**config.mk**
```make
export PLATFORM = sky130hd
export DESIGN_NAME = des_key_schedule
export DESIGN_NICKNAME = d
export VERILOG_FILES = /design/src/rtl/des_key_schedule_pkg.sv /design/src/rtl/des_key_schedule_pc2.sv /design/src/rtl/des_key_schedule.sv
export SDC_FILE = /design/constraint.sdc
export NUM_CORES = 1
export LEC_CHECK = 0
export CORE_MARGIN = 2
export CORE_UTILIZATION = 59
export DETAILED_ROUTE_END_ITERATION = 12
export PLACE_DENSITY = 0.91
export SYNTH_ARGS = -nofsm -noshare
export SYNTH_HDL_FRONTEND = slang
export SYNTH_SLANG_ARGS = --single-unit
```
**constraint.sdc**
```tcl
create_clock -name clk -period 4.2 [get_ports clk]
set_input_delay 0.42 -clock clk [delete_from_list [all_inputs] [get_ports clk]]
set_output_delay 0.42 -clock clk [all_outputs]
set_load 0.02 [all_outputs]
```
**src/rtl/des_key_schedule_pkg.sv**
```systemverilog
// Shared DES constants: key-schedule permutations and shift schedules, plus the
// round-function E/P/S-box tables. Bit numbers follow DES convention (1 = MSB).
package des_key_schedule_pkg;

   typedef enum logic {IDLE, ACTIVE} ks_state_t;

   localparam int PC1 [56] = '{
      57, 49, 41, 33, 25, 17,  9,  1, 58, 50, 42, 34, 26, 18,
      10,  2, 59, 51, 43, 35, 27, 19, 11,  3, 60, 52, 44, 36,
      63, 55, 47, 39, 31, 23, 15,  7, 62, 54, 46, 38, 30, 22,
      14,  6, 61, 53, 45, 37, 29, 21, 13,  5, 28, 20, 12,  4};

   localparam int PC2 [48] = '{
      14, 17, 11, 24,  1,  5,  3, 28, 15,  6, 21, 10,
      23, 19, 12,  4, 26,  8, 16,  7, 27, 20, 13,  2,
      41, 52, 31, 37, 47, 55, 30, 40, 51, 45, 33, 48,
      44, 49, 39, 56, 34, 53, 46, 42, 50, 36, 29, 32};

   // Entry r-1 is the rotation applied when stepping into round r.
   localparam logic [1:0] ENC_SHIFTS [16] = '{
      2'd1, 2'd1, 2'd2, 2'd2, 2'd2, 2'd2, 2'd2, 2'd2,
      2'd1, 2'd2, 2'd2, 2'd2, 2'd2, 2'd2, 2'd2, 2'd1};
   localparam logic [1:0] DEC_SHIFTS [16] = '{
      2'd0, 2'd1, 2'd2, 2'd2, 2'd2, 2'd2, 2'd2, 2'd2,
      2'd1, 2'd2, 2'd2, 2'd2, 2'd2, 2'd2, 2'd2, 2'd1};

   localparam int E_TABLE [48] = '{
      32,  1,  2,  3,  4,  5,  4,  5,  6,  7,  8,  9,
       8,  9, 10, 11, 12, 13, 12, 13, 14, 15, 16, 17,
      16, 17, 18, 19, 20, 21, 20, 21, 22, 23, 24, 25,
      24, 25, 26, 27, 28, 29, 28, 29, 30, 31, 32,  1};

   localparam int P_TABLE [32] = '{
      16,  7, 20, 21, 29, 12, 28, 17,  1, 15, 23, 26,  5, 18, 31, 10,
       2,  8, 24, 14, 32, 27,  3,  9, 19, 13, 30,  6, 22, 11,  4, 25};

   // Each box is 64 nibbles, entry (row*16 + col) first-to-last from the MSB.
   localparam logic [255:0] SBOX [8] = '{
      256'hE4D12FB83A6C5907_0F74E2D1A6CB9538_41E8D62BFC973A50_FC8249175B3EA06D,
      256'hF18E6B34972DC05A_3D47F28EC01A69B5_0E7BA4D158C6932F_D8A13F42B67C05E9,
      256'hA09E63F51DC7B428_D709346A285ECBF1_D6498F30B12C5AE7_1AD069874FE3B52C,
      256'h7DE3069A1285BC4F_D8B56F03472C1AE9_A690CB7DF13E5284_3F06A1D8945BC72E,
      256'h2C417AB6853FD0E9_EB2C47D150FA3986_421BAD78F9C5630E_B8C71E2D6F09A453,
      256'hC1AF92680D34E75B_AF427C9561DE0B38_9EF528C3704A1DB6_432C95FAB71E608D,
      256'h4B2EF08D3C975A61_D0B7491AE35C2F86_14BDC37EAF680592_6BD814A7950FE23C,
      256'hD2846FB1A93E50C7_1FD8A374C56B0E92_7B419CE206ADF358_21E74A8DFC90356B};

   function automatic logic [1:28] rot_left(input logic [1:28] x, input logic [1:0] n);
      case (n)
         2'd1:    return {x[2:28], x[1]};
         2'd2:    return {x[3:28], x[1:2]};
         default: return x;
      endcase
   endfunction

   function automatic logic [1:28] rot_right(input logic [1:28] x, input logic [1:0] n);
      case (n)
         2'd1:    return {x[28], x[1:27]};
         2'd2:    return {x[27:28], x[1:26]};
         default: return x;
      endcase
   endfunction

endpackage

```
**src/rtl/des_key_schedule_pc2.sv**
```systemverilog
// Permuted Choice 2: selects the 48 subkey bits from the rotated C||D halves.
module des_pc2
   import des_key_schedule_pkg::*;
(
   input  logic [1:56] cd,
   output logic [1:48] kn
);

   for (genvar i = 0; i < 48; i++) begin : g_pc2
      assign kn[i+1] = cd[PC2[i]];
   end

endmodule

```
**src/rtl/des_key_schedule.sv**
```systemverilog
// DES subkey sequencer: delivers K1..K16 (or K16..K1) one per consumer handshake,
// rotating C/D incrementally so only the current halves are held.
module des_key_schedule
   import des_key_schedule_pkg::*;
(
   input  logic        clk,
   input  logic        rst_n,
   input  logic        start,
   input  logic [1:64] key,
   input  logic        decrypt,
   input  logic        next,
   output logic [1:48] Kn,
   output logic [4:0]  round,
   output logic        valid,
   output logic        done
);

   ks_state_t   state, state_next;
   logic [1:28] c, d, c_next, d_next;
   logic [1:56] pc1_cd;
   logic [1:48] pc2_kn, kn_next;
   logic [4:0]  round_next;
   logic [1:0]  shift;
   logic        mode, mode_next, valid_next, done_next;

   for (genvar i = 0; i < 56; i++) begin : g_pc1
      assign pc1_cd[i+1] = key[PC1[i]];
   end

   // Subkey is taken from the halves being loaded, so Kn registers alongside C/D.
   des_pc2 u_pc2 (
      .cd ({c_next, d_next}),
      .kn (pc2_kn)
   );

   always_comb begin
      c_next = c;
      d_next = d;
      shift  = mode ? DEC_SHIFTS[round[3:0]] : ENC_SHIFTS[round[3:0]];
      if (start) begin
         c_next = decrypt ? pc1_cd[1:28]  : rot_left(pc1_cd[1:28], 2'd1);
         d_next = decrypt ? pc1_cd[29:56] : rot_left(pc1_cd[29:56], 2'd1);
      end else if (state == ACTIVE && next && round != 5'd16) begin
         c_next = mode ? rot_right(c, shift) : rot_left(c, shift);
         d_next = mode ? rot_right(d, shift) : rot_left(d, shift);
      end
   end

   // Start wins over next, which makes an abort silent (no done pulse).
   always_comb begin
      state_next = state;
      mode_next  = mode;
      round_next = round;
      valid_next = valid;
      done_next  = 1'b0;
      kn_next    = Kn;
      if (start) begin
         state_next = ACTIVE;
         mode_next  = decrypt;
         round_next = 5'd1;
         valid_next = 1'b1;
         kn_next    = pc2_kn;
      end else if (state == ACTIVE && next) begin
         if (round == 5'd16) begin
            state_next = IDLE;
            round_next = 5'd0;
            valid_next = 1'b0;
            done_next  = 1'b1;
            kn_next    = '0;
         end else begin
            round_next = round + 5'd1;
            kn_next    = pc2_kn;
         end
      end
   end

   always_ff @(posedge clk or negedge rst_n) begin
      if (!rst_n) begin
         state <= IDLE;
         c     <= '0;
         d     <= '0;
         mode  <= 1'b0;
         round <= 5'd0;
         valid <= 1'b0;
         done  <= 1'b0;
         Kn    <= '0;
      end else begin
         state <= state_next;
         c     <= c_next;
         d     <= d_next;
         mode  <= mode_next;
         round <= round_next;
         valid <= valid_next;
         done  <= done_next;
         Kn    <= kn_next;
      end
   end

endmodule

```
==> run metrics, run 1 <==
f_max=314 MHz; nets@finish=951; Critical Path RT=4450 ps; CTS max path bufs=2; Root Buffer=clkbuf_16; clk_skew=7.79 ps; Total GRT Usage=0.281; Hold Path Class=input pin to asynchronous set/reset pin; DIE HEIGHT=119 µm; routed wl met3=1160 µm; DR top layer=met4; CTS resizes=0; Yosys reg bits=112; cts bufs inserted=9; DRC viols=0; crit path cell chain=inv_1 -> ha_1 -> mux2_2 -> nand2_1 -> o31a_1 -> inv_1 -> ha_4 -> buf_4 -> a221oi_1 -> a21oi_1 -> o21bai_1 -> o311ai_0; Max-Cap Viols=0; via count=6924; Metal-1 WL=8300 µm; area delta synth->final=17.8%; Met2 Wirelength=9830 µm; Initial Util=0.597; synthesized area per cell=9.50 µm²; final slew viol count=0; Overflow after GRT=0; Cell Rows=42; Clock Sinks=112; Clk Latency, worst-skew pair=360 ps; Placed Cells=1042; leakage power=3.58 nW; Final min period=3180 ps; initial antenna violation count=0; first-pass detailed-route iteration total=5; Fillers=973; PortBufs=115; largest net degree at the start of global routing=114; CP Class=register to register; CP Buf/Inv Count=3; Post-Syn Nets=897; number of global-route vias before repair=6591; layout cells sized above 1=0.163; antenna cells=0; worst endpoint data arrival time=3430 ps; crit path launch type=register; clock transition time at the flip-flop clock pins of the worst setup and hold paths=70 ps; post-route setup TNS=0 ps; I/O pins=124; Top Family by Delay on Critical Path=compound AO/OA/AOI/OAI gates; Period Utilization, post-route=0.757; cell count after synthesis=823; Finish-stage setup viols=0; VDD IR max=0.213 mV; area of the core=13100 µm²; routed wire length=19700 µm; CP endpoint kind=register; Routed Antenna Nets=0; Power Density=409 nW/µm²; Post-CTS Setup Repair Bufs=0; post-DP HPWL=12900 µm; fin cells=1057; synthesized cell area=7810 µm²; synthesis warning total=0; via/cell ratio=6.55; Cell variety after synth=43; gpl congestion=0.830; Avg WL per Cell=18.6 µm; Die W=119 µm; sequential area share after synthesis=0.359; initial drt markers=746; biggest cell delay along the critical path=540 ps; Slew HR=0.263; CP max stage cell=buf_4; global-route wire length before repair=32500 µm; register area=2810 µm²; actual transition at the worst max-transition pin=1110 ps; multi-input logic area=4600 µm²; RSZ-0062 raised after global routing=false; outcome=complete, no violations; CTS tree=yes; hold_buf cts=0; Crit path top cell by count=inv_1; Worst Path Max Fanout=58; Hold Vio Cnt, Final=0; CTS H-tree depth=3; Die ar.=14200 µm²
-- final timing paths --
kind | startpoint | slack, ps | cells after the start | endpoint
hold / removal | rst_n | 70 | 1 | Kn[22]
setup reg to reg | round[1] | 1020 | 12 | Kn[5]
min in group clk | Kn[26] | 520 | 2 | Kn[26]
max in group asynchronous | rst_n | 3180 | 2 | Kn[37]
setup / recovery | round[1] | 1020 | 12 | Kn[5]
hold reg to reg | Kn[26] | 520 | 2 | Kn[26]
-- logic make-up (layout without fill, tap and decap cells) --
kind of cell             after synthesis  after routing  share of synthesized area
adder cells (fa/ha/maj)                5              5                    0.00801
multiplexers                          80             80                      0.110
AND/OR/NAND/NOR                      171            171                      0.104
buffers and inverters                 93            151                     0.0568
flip-flops                           112            112                      0.359
AO/OA/AOI/OAI                        362            362                      0.362
-- state kept, by name, summed over array words and instances (netlist names) --
signal  flops
Kn         48
round       5
mode        1
c          28
d          28
state       1
done        1
-- per-stage QoR --
stage	setup WS, ps	utilization	instance area, µm²	total power [W]	hold slack, ps
2_1_floorplan	1340	-	7820	0.00245	124
3_3_place_gp	1140	0.681	8910	0.00285	478
3_5_place_dp	1090	0.681	8910	0.00289	488
4_1_cts	1070	0.703	9200	0.00376	103
5_1_grt	712	0.703	9200	0.00398	128
6_report	1020	0.703	9200	0.00377	70.4
-- power breakdown --
| part | internal, W | total, W | switching (W) | leakage (nW) |
|---|---|---|---|---|
| Sequential | 0.00125 | 0.00146 | 0.000201 | 1.31 |
| Combinational | 0.000668 | 0.00144 | 0.000771 | 2.13 |
| Clock | 0.000476 | 0.000873 | 0.000397 | 0.139 |
-- synth_stat cells --
cell type,number,area (µm²)
a211o_1,1,8.76
a211oi_2,8,100
a21bo_1,17,170
a21bo_2,5,50.1
a21oi_1,82,410
a221oi_1,56,490
a22oi_1,56,420
and2_1,22,138
buf_1,6,22.5
buf_2,23,115
buf_4,5,37.5
buf_6,6,67.6
clkbuf_1,47,176
clkbuf_2,2,10.0
dfrtp_1,112,2800
ha_1,5,62.6
inv_1,4,15.0
mux2_2,50,563
mux2i_1,30,300
nand2_1,77,289
nand3_1,4,20.0
nor2_1,32,120
nor2b_1,26,163
nor3_1,1,5.00
nor3_2,1,10.0
nor3b_1,1,7.51
nor4_2,1,12.5
nor4b_1,2,17.5
nor4bb_1,1,10.0
o21a_1,22,165
o21ai_0,44,220
o21ai_1,6,30.0
o21bai_1,6,45.0
o21bai_2,21,236
o22a_1,8,70.1
o311ai_0,2,17.5
o311ai_1,4,35.0
o311ai_2,20,325
o31a_1,2,17.5
o41ai_1,2,17.5
or2_1,1,6.26
or3_1,1,6.26
or4_1,1,7.51
-- routing by layer --
layer,vias up,GRT usage
met5,-,0
met4,0,0.113
met3,31,0.0398
met2,256,0.463
met1,3406,0.375
li1,3231,-
-- final cells by class --
class / count / area share
Multi-Input combinational cell: 618 / 0.500
Tap cell: 176 / 0.0239
Clock buffer: 12 / 0.0268
Timing Repair Buffer: 132 / 0.138
Clock inverter: 3 / 0.00462
Sequential cell: 112 / 0.305
Inverter: 4 / 0.00163
-- layout by cell type, fill, tap and decap left out, types with 3 or more instances in the layout --
| cell type | synthesis | final |
|---|---|---|
| o21bai_1 | 6 | 6 |
| and2_1 | 22 | 22 |
| nor2_1 | 32 | 32 |
| o21bai_2 | 21 | 21 |
| nor2b_1 | 26 | 26 |
| mux2_2 | 50 | 50 |
| o21a_1 | 22 | 22 |
| o311ai_2 | 20 | 20 |
| o311ai_1 | 4 | 4 |
| buf_4 | 5 | 19 |
| o22a_1 | 8 | 8 |
| clkdlybuf4s50_1 | 0 | 112 |
| a21bo_2 | 5 | 5 |
| clkbuf_16 | 0 | 9 |
| o21ai_0 | 44 | 44 |
| a211oi_2 | 8 | 8 |
| nand2_1 | 77 | 77 |
| dfrtp_1 | 112 | 111 |
| inv_1 | 4 | 4 |
| a221oi_1 | 56 | 56 |
| a21oi_1 | 82 | 81 |
| mux2i_1 | 30 | 30 |
| nand3_1 | 4 | 4 |
| ha_1 | 5 | 3 |
| a21bo_1 | 17 | 17 |
| o21ai_1 | 6 | 6 |
| a22oi_1 | 56 | 56 |
(Power assumes the default switching activity.)
==> run 2, diff against run 1 <==
--- a/config.mk
+++ b/config.mk
@@ -6,9 +6,9 @@
 export NUM_CORES = 1
 export LEC_CHECK = 0
 export CORE_MARGIN = 2
-export CORE_UTILIZATION = 59
+export CORE_UTILIZATION = 50
 export DETAILED_ROUTE_END_ITERATION = 12
-export PLACE_DENSITY = 0.91
+export PLACE_DENSITY = 0.82
 export SYNTH_ARGS = -nofsm -noshare
 export SYNTH_HDL_FRONTEND = slang
 export SYNTH_SLANG_ARGS = --single-unit
==> constraint.sdc (replaced) <==
create_clock -name clk -period 2.8 [get_ports clk]
set_input_delay 0.28 -clock clk [delete_from_list [all_inputs] [get_ports clk]]
set_output_delay 0.28 -clock clk [all_outputs]
set_load 0.02 [all_outputs]
==> run 2 against run 1 <==
Cell count rose by 5.8%. Count of clock-buffer cells in the layout rose by 1. Global-route usage fell by 4.1 points. Non-clock buffer count rose by 25. First-iteration DRC count rose by 4.6%. Clock skew rose by 0.52 ps. Sequential share of layout area fell by 1.4 points. Combinational power rose by 64%. Clock power rose by 53%. Critical path type unchanged. Register-to-register slack got worse by 940 ps.
==> run metrics, run 2 (synthesized netlist as in run 1, its figures left out) <==
outcome=complete, no violations (unchanged); Die W=129 µm (was 119 µm); Critical Path RT=3040 ps (was 4450 ps); DP Worst Slack=-57.9 ps (was 1090 ps); biggest regs=Kn (48), c (28), d (28) (unchanged); Finish-stage setup viols=0 (unchanged); number of global-route vias before repair=6492 (was 6591); nets@finish=976 (was 951); f_max=367 MHz (was 314 MHz); PortBufs=115 (unchanged); routed wire length=20700 µm (was 19700 µm); via/cell ratio=6.31 (was 6.55); initial antenna violation count=0 (unchanged); Power Density=611 nW/µm² (was 409 nW/µm²); leakage power=3.77 nW (was 3.58 nW); Slew HR=0.223 (was 0.263); via count=7050 (was 6924); I/O pins=124 (unchanged); VDD IR max=0.332 mV (was 0.213 mV); Root Buffer=clkbuf_16 (unchanged); RSZ-0062 raised after global routing=true (was false); Avg WL per Cell=18.5 µm (was 18.6 µm); post-DP HPWL=12900 µm (about the same); Cell Rows=45 (was 42); Max-Cap Viols=0 (unchanged); Overflow after GRT=0 (unchanged); gpl congestion=0.812 (was 0.830); Clock Sinks=112 (unchanged); Period Utilization, post-route=0.973 (was 0.757); DRC viols=0 (unchanged); CP endpoint kind=register (unchanged); reg2reg start=round[1] (unchanged); Min Hold Slack=436 ps (was 70.4 ps); max FFs per register=48 (unchanged); worst setup margin=76.6 ps (was 1020 ps); Critical Path Start=round[1] (unchanged); CTS H-tree depth=3 (unchanged); CP Class=register to register (unchanged); layout cells sized above 1=0.194 (was 0.163); Die ar.=16600 µm² (was 14200 µm²); actual transition at the worst max-transition pin=1170 ps (was 1110 ps); DIE HEIGHT=129 µm (was 119 µm); post-route setup TNS=0 ps (unchanged); clock transition time at the flip-flop clock pins of the worst setup and hold paths=70 ps (about the same); antenna cells=0 (unchanged); final slew viol count=0 (unchanged); clk_skew=8.31 ps (was 7.79 ps); area of the core=15300 µm² (was 13100 µm²); CTS tree=yes (unchanged); worst endpoint data arrival time=2970 ps (was 3430 ps); Final min period=2720 ps (was 3180 ps); Initial Util=0.512 (was 0.597); CTS max path bufs=2 (unchanged); Hold Path Class=input pin to asynchronous set/reset pin (unchanged); Total GRT Usage=0.241 (was 0.281); most frequent cells in the layout=clkdlybuf4s50_1 (112), dfrtp_1 (110), a21oi_1 (81), nand2_1 (77), a22oi_1 (56) (was clkdlybuf4s50_1 (112), dfrtp_1 (111), a21oi_1 (81), nand2_1 (77)); Hold Vio Cnt, Final=0 (unchanged); placed cell area=9170 µm² (was 8910 µm²); initial drt markers=780 (was 746); Clk Latency, worst-skew pair=360 ps (about the same); global-route wire length before repair=32500 µm (about the same); first-pass detailed-route iteration total=6 (was 5); commonest non-fill, non-tap cell in the layout=clkdlybuf4s50_1 (unchanged); cts bufs inserted=9 (unchanged); largest net degree at the start of global routing=114 (unchanged); crit path launch type=register (unchanged); area delta synth->final=23.3% (was 17.8%); Worst Path Max Fanout=12 (was 58); design area=9640 µm² (was 9200 µm²); Routed Antenna Nets=0 (unchanged); Top reg by flops=Kn (unchanged)
==> run 2: cell types whose count changed in the layout (fill, tap and decap cells not counted), sizes merged <==
cell	previous run	this run
clkinv	1	2
buf	20	43
clkbuf	12	14
dlygate4sd3	0	1
clkinvlp	1	0
==> run 2: final timing paths <==
kind | endpoint | slack (ps) | cells past startpoint
min reg2reg | Kn[6] | 510 | 2
min | Kn[2] | 440 | 2
max reg2reg | d[2] | 80 | 12
max | d[2] | 80 | 12
min in group clk | round[2] | 480 | 2
max in group asynchronous | d[19] | 1600 | 3
==> run 2: stage by stage <==
stage / cells / power (W) / util
after floorplan: 823 / 0.00367 / -
after global placement: 1093 / 0.00436 / 0.601
after detailed placement: 1093 / 0.00442 / 0.601
after CTS: 1111 / 0.00579 / 0.622
after global routing: 1118 / 0.00622 / 0.631
final: 1118 / 0.00589 / 0.631
==> run 2: report_power, final <==
group	total (W)	switching, W	internal, W
Sequential	0.00219	0.000310	0.00188
Clock	0.00134	0.000598	0.000742
Combinational	0.00236	0.00122	0.00113
==> run 2: area by class of cell <==
| cell class | count | area [µm²] |
|---|---|---|
| Clock buffer | 13 | 260 |
| Clock inverter | 3 | 40.0 |
| Fill cell | 1239 | 5620 |
| Inverter | 4 | 15.0 |
| Multi-Input combinational cell | 618 | 4640 |
| Sequential cell | 112 | 2810 |
| Tap cell | 211 | 264 |
| Timing Repair Buffer | 157 | 1610 |
==> run 2: what timing repair did <==
action	CTS	global route
gates cloned	0	1
hold endpoints to repair	34	0
pin swaps	1	3
setup endpoints to repair	13	70
resized for setup	1	8
hold buffers	1	0
buffers inserted	1	6
==> run 2: routing by layer <==
metal | global-route usage | wire (µm) | vias to the layer above
met3 | 0.0285 | 1330 | 28
met2 | 0.403 | 10100 | 302
met5 | 0 | 0 | -
met1 | 0.329 | 8940 | 3436
li1 | - | - | 3284
met4 | 0.0754 | 340 | 0
==> run 2: worst max-delay path: stages (launching register included) <==
cell,delay [ps]
dfrtp_1,400
inv_1,90
ha_1,200
mux2_2,260
nand2_1,90
o31a_1,160
buf_4,130
ha_4,210
nor3_4,220
buf_12,150
buf_12,140
mux2_2,370
o21a_1,190
